**src/rtl/stream_rr_arb.sv**
```systemverilog
// N-input round-robin stream arbiter with a registered single-entry output stage.
// Each forwarded item is tagged with the index of the input that supplied it.
module stream_rr_arb #(
  parameter int unsigned W = 32,
  parameter int unsigned N = 2,
  localparam int unsigned IW = (N > 1) ? $clog2(N) : 1
) (
  input  logic           clk,
  input  logic           rst_n,
  input  logic           clk_en,
  input  logic [N-1:0]   i_valid,
  output logic [N-1:0]   i_ready,
  input  logic [N*W-1:0] i,
  output logic           o_valid,
  input  logic           o_ready,
  output logic [W-1:0]   o,
  output logic [IW-1:0]  o_id
);

  logic           o_valid_q, o_valid_d;
  logic [W-1:0]   o_q, o_d;
  logic [IW-1:0]  o_id_q, o_id_d;
  logic [IW-1:0]  ptr_q, ptr_d;

  logic [W-1:0]   item [N];
  logic [IW-1:0]  gnt;
  logic [31:0]    idx;
  logic           found;
  logic           any;
  logic           load;

  for (genvar k = 0; k < N; k++) begin : g_unpack
    assign item[k] = i[k*W +: W];
  end

  assign any = |i_valid;
  // Gating with rst_n keeps i_ready low for the whole reset window.
  assign load = clk_en && rst_n && (!o_valid_q || o_ready);

  // Scan from ptr upward with a wrap at N-1, not at 2^IW-1.
  always_comb begin
    gnt   = '0;
    idx   = '0;
    found = 1'b0;
    for (int unsigned off = 0; off < N; off++) begin
      idx = {{(32 - IW){1'b0}}, ptr_q} + off;
      if (idx >= N) idx = idx - N;
      if (!found && i_valid[idx[IW-1:0]]) begin
        found = 1'b1;
        gnt   = idx[IW-1:0];
      end
    end
  end

  always_comb begin
    i_ready = '0;
    if (load && any) i_ready[gnt] = 1'b1;
  end

  always_comb begin
    o_valid_d = o_valid_q;
    o_d       = o_q;
    o_id_d    = o_id_q;
    ptr_d     = ptr_q;
    if (load && any) begin
      o_valid_d = 1'b1;
      o_d       = item[gnt];
      o_id_d    = gnt;
      ptr_d     = (gnt == IW'(N - 1)) ? '0 : gnt + 1'b1;
    end else if (clk_en && o_ready) begin
      o_valid_d = 1'b0;
    end
  end

  always_ff @(posedge clk or negedge rst_n) begin
    if (!rst_n) begin
      o_valid_q <= 1'b0;
      o_q       <= '0;
      o_id_q    <= '0;
      ptr_q     <= '0;
    end else begin
      o_valid_q <= o_valid_d;
      o_q       <= o_d;
      o_id_q    <= o_id_d;
      ptr_q     <= ptr_d;
    end
  end

  assign o_valid = o_valid_q;
  assign o       = o_q;
  assign o_id    = o_id_q;

endmodule
```
**config.mk**
```make
export PLATFORM = sky130hd
export DESIGN_NAME = stream_rr_arb
export DESIGN_NICKNAME = d
export VERILOG_FILES = /design/src/rtl/stream_rr_arb.sv
export SDC_FILE = /design/constraint.sdc
export NUM_CORES = 1
export LEC_CHECK = 0
export CAP_MARGIN = 20
export CORE_MARGIN = 2
export CORE_UTILIZATION = 40
export CTS_CLUSTER_SIZE = 10
export DETAILED_ROUTE_END_ITERATION = 10
export PLACE_DENSITY_LB_ADDON = 0.08
export SLEW_MARGIN = 20
export SYNTH_ARGS = -nofsm -noshare
export SYNTH_HDL_FRONTEND = slang
export SYNTH_SLANG_ARGS = --single-unit
export TNS_END_PERCENT = 30
```
**constraint.sdc**
```tcl
create_clock -name clk -period 4.25 [get_ports clk]
set_input_delay 1.275 -clock clk [delete_from_list [all_inputs] [get_ports clk]]
set_output_delay 1.275 -clock clk [all_outputs]
set_load 0.01 [all_outputs]
```
==> reports/metrics.yaml <==
detailed_routing:
  finalWirelength_um: 5530
  dr.pass1.iters: 4
  vias: 1806
  route.detailed.drc: 0
  postRouteAntennaNets: 0
  initialDrtViolationCount: 194
  avgRoutedWirePerCell_um: 17.3
  post_drt_via_cell_ratio: 5.64
floorplan:
  chipWidth_um: 70.9
  core_um2: 4320
  die_area_um2: 5020
  initial_core_util_pct: 41.3
  chipHeight_um: 70.9
  core.rowCount: 24
  io-pin-count: 106
yosys:
  syn_area_per_cell_um2: 10.6
  synth_fp_nets: 238
  synth_fa_ha_area_share_pct: 0
  muxShareOfSynthArea_pct: 0
  yosys.cell_types.count: 19
  synth_area_um2: 1790
  seq_area_frac_synth_pct: 49.0
  ys_seq_elements: 35
  ys.warnings.count: 0
  synth_top_family_by_area: "compound AO/OA/AOI/OAI gates"
  synth-xor-area-share_pct: 0
  synth-simple-area-share_pct: 20.4
  synth_compound_area_share_pct: 21.3
  synth_cells: 168
critical_path:
  critical_path_required_ns: 2.97
  cp-end-kind: "output port"
  crit_fanout: 5
  r2r_slack_ns: 2.37
  critPathLaunch: "i_valid[0]"
  worstReg2RegEnd: "o[13]"
  cp_slowest_cell: "clkdlybuf4s50_1"
  crit_path_end: "i_ready[1]"
  path_class: "input port to output port"
  cp_common_cell: "clkdlybuf4s50_1"
  rr_worst_depth: 4
  crit_family: "buffers and inverters"
  slowest_delay_ns: 0.61
  timing.rr.start: "o_valid"
  crit_chain: "clkdlybuf4s50_1 > a2111oi_4 > clkdlybuf4s50_1"
  cp_data_arrival_time_ns: 2.88
  crit_cells: 3
  path_buf_inv: 2
  start_kind: "input port"
clock_tree:
  cts_tree: "done"
  ctsResizeCount: 0
  htreeDepth: 2
  clk_path_buf_depth: 2
  cts_setup_buffers: 0
  hold_buffers: 0
  clk_pin_slew_ns: 0.07
  cts_buffers: 5
  cts.sinks: 35
  clock_latency_ns: 0.29
  cts_root_buffer: "clkbuf_8"
finish:
  fin_nets: 336
  drive_gt1_share_pct: 8.24
  ff_latch_area_um2: 876
  area_delta_synth_final_pct: 63.3
  nFillCells: 378
  multi_input_area_um2: 746
  post-route-util_pct: 67.5
global_routing:
  grt_pass1_vias: 1758
  antenna_found_initial: 0
  grt_usage_pct: 22.3
  grt_pass1_wl_um: 8880
  grt_max_degree: 36
  grt-ovfl-total: 0
sta:
  relSlewSlack_pct: 58.3
  fin_hold_ws_ns: 0.480
  grt_setup_unrepaired: "false"
  finalCriticalPeriod_ns: 4.15
  worst_pin_slew_ns: 0.626
  finalSetupTns_ns: 0
  skew_ns: 0.00734
  setup_viol: 0
  slew_violations: 0
  max_freq_ghz: 0.241
  hold_violations: 0
  post-route-period-util_pct: 97.7
hold_path:
  min_path_cells: 1
  hold_path.class: "register to register"
placement:
  port_buffers: 105
  dp_hpwl_um: 3620
  gp_congestion: 0.759
power:
  p_leak_nw: 1.19
  power_density_nw_per_um2: 416
  ir_drop_v: 0.000239
run:
  cap_viol_max_count: 0
outcome:
  status: "finished, final reports clean"
## cells by family after synthesis
family                 count (synthesis)
and+or+nand+nor                       71
buffers and inverters                 25
AOI/OAI and AO/OA                     37
DFF                                   35
## metal layers
layer | share of wire [%] | global-route usage [%] | vias up
met3 | 7.2 | 4.99 | 5
li1 | - | - | 862
met2 | 46 | 33.9 | 70
met1 | 46 | 32.0 | 869
met5 | 0 | 0 | -
met4 | 0.90 | 6.92 | 0
## synthesized netlist by cell type
cell type | number | area [um2]
dfrtp_1 | 35 | 876
nand2_1 | 35 | 131
nor4_1 | 33 | 206
a221o_1 | 32 | 320
clkbuf_1 | 9 | 33.8
buf_6 | 7 | 78.8
dlygate4sd1_1 | 3 | 26.3
buf_2 | 2 | 10.0
inv_1 | 2 | 7.51
a2111oi_4 | 1 | 27.5
a211o_1 | 1 | 8.76
a21o_1 | 1 | 7.51
and2_1 | 1 | 6.26
buf_4 | 1 | 7.51
inv_2 | 1 | 3.75
nand2_2 | 1 | 6.26
nor2b_4 | 1 | 13.8
o31ai_1 | 1 | 7.51
o41ai_1 | 1 | 8.76
## cell usage in the layout (no fill, tap or decap), types with 2 or more instances in the layout
| cell type | instances |
|---|---|
| clkdlybuf4s50_1 | 104 |
| a221o_1 | 32 |
| nand2_1 | 35 |
| inv_1 | 2 |
| nor4_1 | 33 |
| clkbuf_8 | 5 |
| dfrtp_1 | 35 |
| buf_4 | 8 |
## report_power, final
part | switching [W] | internal [W] | total [W]
Combinational | 0.000177 | 0.000272 | 0.000449
Clock | 0.000124 | 0.000175 | 0.000299
Sequential | 0.0000491 | 0.000416 | 0.000465
Total | 0.000350 | 0.000863 | 0.00121
## final cells by class
| type | count | area share, % |
|---|---|---|
| Multi-Input combinational cell | 108 | 25.5 |
| Clock buffer | 5 | 2.36 |
| Tap cell | 52 | 2.23 |
| Inverter | 3 | 0.386 |
| Clock inverter | 3 | 1.50 |
| Timing Repair Buffer | 113 | 37.9 |
| Sequential cell | 35 | 30.0 |
| Antenna cell | 1 | 0.0857 |
## state kept, by name (all words and copies together), names as in the netlist
register  flops
ptr_q         1
o_valid       1
o            32
o_id          1
## worst min path at each step
stage | start | to
after floorplan | ptr_q | ptr_q
after global placement | o_id | o_id
after detailed placement | o_id | o_id
after CTS | o_id | o_id
after global routing | o_id | o_id
final | o_id | o_id
## per-stage QoR
step / std cells / area (um2) / setup WS, ns / power, W
2_1_floorplan: 168 / 1790 / 0.819 / 0.000654
3_3_place_gp: 311 / 2800 / 0.125 / 0.000916
3_5_place_dp: 311 / 2800 / 0.115 / 0.000918
4_1_cts: 319 / 2920 / 0.0986 / 0.00122
5_1_grt: 319 / 2920 / 0.0322 / 0.00127
6_report: 320 / 2920 / 0.0970 / 0.00121
## worst register-to-register path, delay by kind of cell (launching register included)
kind | cells | cell delay [ns]
AOI/OAI and AO/OA | 2 | 0.96
and+or+nand+nor | 1 | 0.15
buffers and inverters | 1 | 0.25
DFF | 1 | 0.40
(Power assumes the default switching activity.)
